<file path="src/rtl/ksk_mgr_common_param_pkg.sv">
// Shared constants and types for the KSK manager node chain.
// Derived widths are computed here so that every block agrees on field sizes.
package ksk_mgr_common_param_pkg;

  localparam int KS_BLOCK_LINE_NB = 16;
  localparam int KS_LG_NB         = 3;
  localparam int KSK_SLOT_NB      = 8;
  localparam int CREDIT_NB        = 4;

  localparam int KSK_SLOT_DEPTH = KS_BLOCK_LINE_NB * KS_LG_NB;
  localparam int KSK_RAM_DEPTH  = KSK_SLOT_DEPTH * KSK_SLOT_NB;
  localparam int KSK_RAM_ADD_W  = $clog2(KSK_RAM_DEPTH);
  localparam int KSK_SLOT_W     = $clog2(KSK_SLOT_NB);
  localparam int LINE_NB_W      = $clog2(KS_BLOCK_LINE_NB + 1);
  localparam int LG_W           = (KS_LG_NB > 1) ? $clog2(KS_LG_NB) : 1;
  localparam int CREDIT_W       = $clog2(CREDIT_NB + 1);

  typedef struct packed {
    logic                     buf_shift;
    logic                     buf_in_avail;
    logic                     ram_rd_enD;
    logic [KSK_RAM_ADD_W-1:0] ram_rd_addD;
  } node_cmd_t;

  localparam int NODE_CMD_W = $bits(node_cmd_t);

  typedef struct packed {
    logic [KSK_SLOT_W-1:0] slot;
    logic [LINE_NB_W-1:0]  line_nb;
  } ksk_rd_cmd_t;

  typedef enum logic [1:0] {
    ST_IDLE = 2'd0,
    ST_WAIT = 2'd1,
    ST_RUN  = 2'd2
  } rd_state_e;

  function automatic logic [LINE_NB_W-1:0] clamp_line_nb(input logic [LINE_NB_W-1:0] n);
    return (n > LINE_NB_W'(KS_BLOCK_LINE_NB)) ? LINE_NB_W'(KS_BLOCK_LINE_NB) : n;
  endfunction

  // Start address of a slot; evaluated once per command, not per read.
  function automatic logic [KSK_RAM_ADD_W-1:0] slot_base(input logic [KSK_SLOT_W-1:0] s);
    return KSK_RAM_ADD_W'(s) * KSK_RAM_ADD_W'(KSK_SLOT_DEPTH);
  endfunction

endpackage

</file>
<file path="src/rtl/ksk_mgr_credit_cnt.sv">
// Node-chain buffer credit counter: starts full, one credit per line started,
// one credit back per freed buffer line; saturates at CREDIT_NB.
module ksk_mgr_credit_cnt
  import ksk_mgr_common_param_pkg::*;
(
  input  logic clk,
  input  logic a_rst_n,
  input  logic inc,
  input  logic dec,
  output logic avail
);

  localparam logic [CREDIT_W-1:0] CREDIT_FULL = CREDIT_W'(CREDIT_NB);

  logic [CREDIT_W-1:0] credit_q;

  always_ff @(posedge clk or negedge a_rst_n) begin
    if (!a_rst_n) begin
      credit_q <= CREDIT_FULL;
    end else if (inc && !dec && (credit_q != CREDIT_FULL)) begin
      credit_q <= credit_q + 1'b1;
    end else if (dec && !inc && (credit_q != '0)) begin
      credit_q <= credit_q - 1'b1;
    end
  end

  assign avail = (credit_q != '0);

  always_ff @(posedge clk) begin
    if (a_rst_n) begin
      assert (!(inc && !dec && (credit_q == CREDIT_FULL)))
        else $error("ksk_mgr_credit_cnt: credit returned while counter already full");
    end
  end

endmodule

</file>
<file path="src/rtl/ksk_mgr_rd_cmd_gen.sv">
// Read-command sequencer: turns one (slot, line_nb) command into a stream of
// per-lg RAM reads for the node chain, throttled by slot readiness and credits.
module ksk_mgr_rd_cmd_gen
  import ksk_mgr_common_param_pkg::*;
(
  input  logic                   clk,
  input  logic                   a_rst_n,
  input  logic                   cmd_vld,
  output logic                   cmd_rdy,
  input  logic [KSK_SLOT_W-1:0]  cmd_slot,
  input  logic [LINE_NB_W-1:0]   cmd_line_nb,
  input  logic [KSK_SLOT_NB-1:0] slot_loaded,
  input  logic                   credit_inc,
  output logic [NODE_CMD_W-1:0]  node_cmd,
  output logic                   node_cmd_vld,
  output logic                   slot_rd_done,
  output logic [KSK_SLOT_W-1:0]  slot_rd_done_id,
  output logic                   busy
);

  localparam logic [LG_W-1:0] LAST_LG = LG_W'(KS_LG_NB - 1);

  rd_state_e                state, state_nxt;
  ksk_rd_cmd_t              cmd_in;
  ksk_rd_cmd_t              rd_q;         // line_nb counts lines not yet started
  logic [LG_W-1:0]          lg_q;         // lg currently presented on node_cmd
  logic [KSK_RAM_ADD_W-1:0] addr_q;       // next address to issue
  logic [KSK_SLOT_NB-1:0]   slot_loaded_q;
  node_cmd_t                node_cmd_q;
  logic                     done_q;
  logic [KSK_SLOT_W-1:0]    done_id_q;

  logic                 credit_avail;
  logic                 slot_go;
  logic                 accept, line_start, ld, ld_done;
  logic [LG_W-1:0]      ld_lg;
  logic [LINE_NB_W-1:0] lines_after;

  // Handshake: a command transfers on cmd_vld && cmd_rdy (cmd_rdy only in IDLE);
  // node_cmd_vld and slot_rd_done are single-cycle qualifiers with no backpressure.

  ksk_mgr_credit_cnt u_credit (
    .clk     (clk),
    .a_rst_n (a_rst_n),
    .inc     (credit_inc),
    .dec     (line_start),
    .avail   (credit_avail)
  );

  assign slot_go = slot_loaded_q[rd_q.slot] && credit_avail;

  always_ff @(posedge clk or negedge a_rst_n) begin
    if (!a_rst_n) state <= ST_IDLE;
    else          state <= state_nxt;
  end

  // The first read of a line is loaded on the decision cycle so the RUN state
  // is aligned with the reads actually presented on node_cmd.
  always_comb begin
    state_nxt      = state;
    accept         = 1'b0;
    line_start     = 1'b0;
    ld             = 1'b0;
    ld_lg          = '0;
    cmd_in.slot    = cmd_slot;
    cmd_in.line_nb = clamp_line_nb(cmd_line_nb);
    unique case (state)
      ST_IDLE: begin
        if (cmd_vld) begin
          accept = 1'b1;
          if (cmd_in.line_nb != '0) state_nxt = ST_WAIT;
        end
      end
      ST_WAIT: begin
        if (slot_go) begin
          line_start = 1'b1;
          ld         = 1'b1;
          state_nxt  = ST_RUN;
        end
      end
      ST_RUN: begin
        if (lg_q != LAST_LG) begin
          ld    = 1'b1;
          ld_lg = lg_q + 1'b1;
        end else if (rd_q.line_nb == '0) begin
          state_nxt = ST_IDLE;
        end else if (slot_go) begin
          line_start = 1'b1;
          ld         = 1'b1;
        end else begin
          state_nxt = ST_WAIT;
        end
      end
      default: state_nxt = ST_IDLE;
    endcase
  end

  assign lines_after = rd_q.line_nb - LINE_NB_W'(line_start);
  assign ld_done     = ld && (ld_lg == LAST_LG) && (lines_after == '0);

  always_ff @(posedge clk or negedge a_rst_n) begin
    if (!a_rst_n) begin
      rd_q          <= '0;
      lg_q          <= '0;
      addr_q        <= '0;
      slot_loaded_q <= '0;
      node_cmd_q    <= '0;
      done_q        <= 1'b0;
      done_id_q     <= '0;
    end else begin
      slot_loaded_q <= slot_loaded;
      node_cmd_q    <= '0;
      done_q        <= 1'b0;
      done_id_q     <= '0;
      if (accept) begin
        rd_q   <= cmd_in;
        addr_q <= slot_base(cmd_in.slot);
        if (cmd_in.line_nb == '0) begin
          done_q    <= 1'b1;
          done_id_q <= cmd_in.slot;
        end
      end
      if (line_start) rd_q.line_nb <= lines_after;
      if (ld) begin
        node_cmd_q.ram_rd_enD   <= 1'b1;
        node_cmd_q.ram_rd_addD  <= addr_q;
        node_cmd_q.buf_in_avail <= (ld_lg == '0);
        node_cmd_q.buf_shift    <= (ld_lg == LAST_LG);
        addr_q                  <= addr_q + 1'b1;
        lg_q                    <= ld_lg;
        if (ld_done) begin
          done_q    <= 1'b1;
          done_id_q <= rd_q.slot;
        end
      end
    end
  end

  assign cmd_rdy         = (state == ST_IDLE);
  assign busy            = (state != ST_IDLE);
  assign node_cmd        = node_cmd_q;
  assign node_cmd_vld    = node_cmd_q.ram_rd_enD;
  assign slot_rd_done    = done_q;
  assign slot_rd_done_id = done_id_q;

  always_ff @(posedge clk) begin
    if (a_rst_n && (state == ST_RUN)) begin
      assert (slot_loaded_q[rd_q.slot])
        else $error("ksk_mgr_rd_cmd_gen: active slot unloaded while reading");
    end
  end

endmodule

</file>
<file path="config.mk">
export PLATFORM = sky130hd
export DESIGN_NAME = ksk_mgr_rd_cmd_gen
export DESIGN_NICKNAME = d
export VERILOG_FILES = /design/src/rtl/ksk_mgr_common_param_pkg.sv /design/src/rtl/ksk_mgr_credit_cnt.sv /design/src/rtl/ksk_mgr_rd_cmd_gen.sv
export SDC_FILE = /design/constraint.sdc
export NUM_CORES = 1
export LEC_CHECK = 0
export CAP_MARGIN = 15
export CORE_MARGIN = 4
export CORE_UTILIZATION = 32
export DETAILED_ROUTE_END_ITERATION = 8
export DONT_BUFFER_PORTS = 1
export PLACE_DENSITY = 0.46
export SYNTH_ARGS = -nofsm -noshare
export SYNTH_HDL_FRONTEND = slang
export SYNTH_HIERARCHICAL = 1
export SYNTH_SLANG_ARGS = --single-unit
</file>
<file path="constraint.sdc">
create_clock -name clk -period 4.2 [get_ports clk]
set_clock_uncertainty 0.1 [all_clocks]
set_input_delay 0.63 -clock clk [delete_from_list [all_inputs] [get_ports clk]]
set_output_delay 0.63 -clock clk [all_outputs]
set_load 0.005 [all_outputs]
</file>
==> impl_metrics.toml <==
[clock_network]
clock-sinks = 48
cts-resized-gates = 0
cts_tree = "yes"
clockRootBuffer = "clkbuf_8"
path_clk_slew_ns = 0.10
insertion_delay_ns = 0.30
clockBufferDepth = 2
cts_buffers = 5
htreeDepth = 2

[power]
powerDensity_nw_per_um2 = 649.8
vdd_drop_max_mv = 0.1831
leakage_nw = 1.229

[run_status]
outcome = "finished, final reports clean"

[timing]
setup_viol = 0
drv_slew = 0
hold_viol_final = 0
fmax_ghz = 0.2918
finalCritPeriodShare_pct = 81.61
max-slew-margin-rel_pct = 60.67
tns_ns = 0
grt_setup_unrepaired = "no"
worst_pin_slew_ns = 0.5899
fin_crit_ns = 3.428

[routing]
vias = 1659
vias_per_cell = 4.952
totalWireLength_mm = 5.187
drc = 0
wl_per_cell_um = 15.48
drt-initial-drc-count = 121
drtAntennaViolNets = 0
firstDrtPassIters = 6

[synthesis]
syn_inst = 232
synth-async-reset-ratio_pct = 100.0
synth_edf_count = 0
ys.flop_type = "dfrtp_1"
synthMuxAreaShare_pct = 9.267
synthXorXnorAreaFrac_pct = 2.032
yosys-top-cells-area = "dfrtp_1 47%, ha_1 5.5%, mux2i_1 4.4%"
post-synth-top-area-cell = "dfrtp_1"
synthAdderAreaFrac_pct = 7.037
synth.avg_cell_area_um2 = 10.88
synth_top_family_by_area = "simple AND/OR/NAND/NOR gates"
yosys.area_share.simple_pct = 17.94
synth_compound_area_share_pct = 12.04
syn_nets = 265
seq_area_frac_synth_pct = 47.62
netlist.area_leader.share_pct = 46.58
synth_seq_cells = 48
synth_cell_types = 53
syn_area_um2 = 2525
yosysWarnings = 6

[critical_path]
rr_worst_depth = 11
crit_arrival_ns = 3.52
worstSetupStartpointType = "flip-flop"
r2r-end = "slot_rd_done_id[0]"
reg2reg_from = "rd_q[2]"
end_kind = "flip-flop"
path_max_fanout = 14
worst-setup-path-type = "flip-flop to flip-flop"
regToRegSetupSlack_ns = 0.77
critical_path_required_ns = 4.29

[cells_and_area]
fill_cells = 770
final_cells = 335
diodes = 0
areaGrowthSynthToFinish_pct = 8.077
fin_nets = 265
drive_gt1_share_pct = 9.442
design_area_um2 = 2729

[global_route]
grt_max_degree = 48
grt_pass1_vias = 1649
grt_usage_pct = 11.65
antenna_found_initial = 0
grt_pass1_wl_mm = 8.797
grt_overflow = 0

[placed_design]
dp.cells = 326
placed_cell_area_um2 = 2608
dpl.hpwl_mm = 3.691
io_buffer_count = 0
routabilityCongestion = 0.8805

[job]
max_cap_violations = 0

[min_path]
min_path_type = "input port to async pin"

[floorplanning]
fp.dieH_um = 96.83
placementRows = 32
dieArea_um2 = 9375
start_util_pct = 32.85
io_pins = 39
core_um2 = 7687
die_w_um = 96.83
-- synthesized netlist by cell type (2+ instances only) --
cell	instances
a211o_1	2
a21boi_0	2
a21oi_1	4
and2_1	10
and3_1	4
buf_2	3
clkbuf_1	3
dfrtp_1	47
fa_1	2
ha_1	11
inv_1	11
mux2_1	3
mux2_2	2
mux2_4	3
mux2i_1	11
nand2_1	25
nand2b_1	3
nand3_1	16
nand3b_1	2
nor2_1	11
nor2b_1	5
nor3_1	4
o211ai_1	2
o21a_1	2
o21ai_1	6
o21bai_1	2
o221a_1	6
o2bb2ai_1	2
or3_1	2
xnor2_1	3
-- power breakdown --
part / internal [mW] / switching (mW) / total, mW / leakage, nW
Sequential: 0.597 / 0.143 / 0.740 / 0.612
Clock: 0.134 / 0.164 / 0.298 / 0.0445
Combinational: 0.331 / 0.404 / 0.735 / 0.572
Total: 1.06 / 0.711 / 1.77 / 1.23
-- flip-flops by register name, summed over array words and instances (netlist names), 2 cells and up --
signal and flops:
rd_q 8, lg_q 2, state 2, addr_q 9, slot_rd_done_id 3, u_credit/credit_q 3, node_cmd 11, slot_loaded_q 8
-- what timing repair did --
| item | in CTS | in global routing |
|---|---|---|
| setup buffers | 0 | 0 |
| hold endpoints to repair | 47 | 0 |
| hold buffers | 1 | 0 |
-- per-layer routing --
metal / routed length, um / GRT usage (%) / vias to the layer above
li1: - / - / 812
met1: 2486 / 16.05 / 800
met2: 2263 / 16.77 / 39
met3: 325 / 4.182 / 8
met4: 111 / 4.212 / 0
met5: 0 / 0 / -
-- final cells by class --
class,count,area [um^2],area share [%]
flip-flops and latches,48,1202,44.06
repair buffers,1,27.53,1.009
clock inverters,1,7.507,0.2751
inverters,14,57.56,2.109
clock buffers,7,86.33,3.164
well taps,102,127.6,4.677
multi-input cells,162,1220,44.70
-- layout by cell type (no fill, tap or decap), drive strengths merged, types with 3 or more instances in the layout --
cell type and count:
mux2 8, nand2b 3, nor3 4, xnor2 3, dfrtp 47, nor2b 5, and3 4, mux2i 11
nand2 25, and2 10, o211ai 3, a21oi 4, ha 11, clkbuf 7, nor2 11, o221a 6
o21ai 7, inv 13, nand3 16
-- metrics by stage --
step	utilization [%]	setup slack (ns)	hold slack, ns	power (mW)
2_1_floorplan	-	1.094	0.2344	1.346
3_3_place_gp	33.92	0.8378	0.2367	1.482
3_5_place_dp	33.92	0.8209	0.2366	1.484
4_1_cts	35.50	0.7833	0.04438	1.802
5_1_grt	35.50	0.5210	0.03152	1.936
6_report	35.50	0.7724	0.06105	1.773
-- critical path, stage by stage, from the launching register on --
cell and delay (ns):
dfrtp_1 0.47, or4_4 0.55, o2111ai_1 0.19, a211o_1 0.43
inv_2 0.16, ha_1 0.24, ha_1 0.24, xnor2_1 0.16
nand3_1 0.09, nor3_1 0.17, nand3b_1 0.20, mux2_2 0.32
-- cell families after synthesis --
kind of cell,Yosys count
mux,20
compound gates,36
xor+xnor,5
simple gates,88
buf+inv,22
fa+ha+maj,13
flops,48
-- worst max path at each step --
stage	from	end	cells after the start
after CTS	rd_q[2]	slot_rd_done_id[0]	11
after floorplan	rd_q[2]	slot_rd_done_id[0]	13
after detailed placement	rd_q[2]	slot_rd_done_id[0]	11
after global routing	rd_q[2]	slot_rd_done_id[0]	11
after global placement	rd_q[2]	slot_rd_done_id[0]	11
final	rd_q[2]	slot_rd_done_id[0]	11
Note: power is estimated with default switching activity, not from simulation.
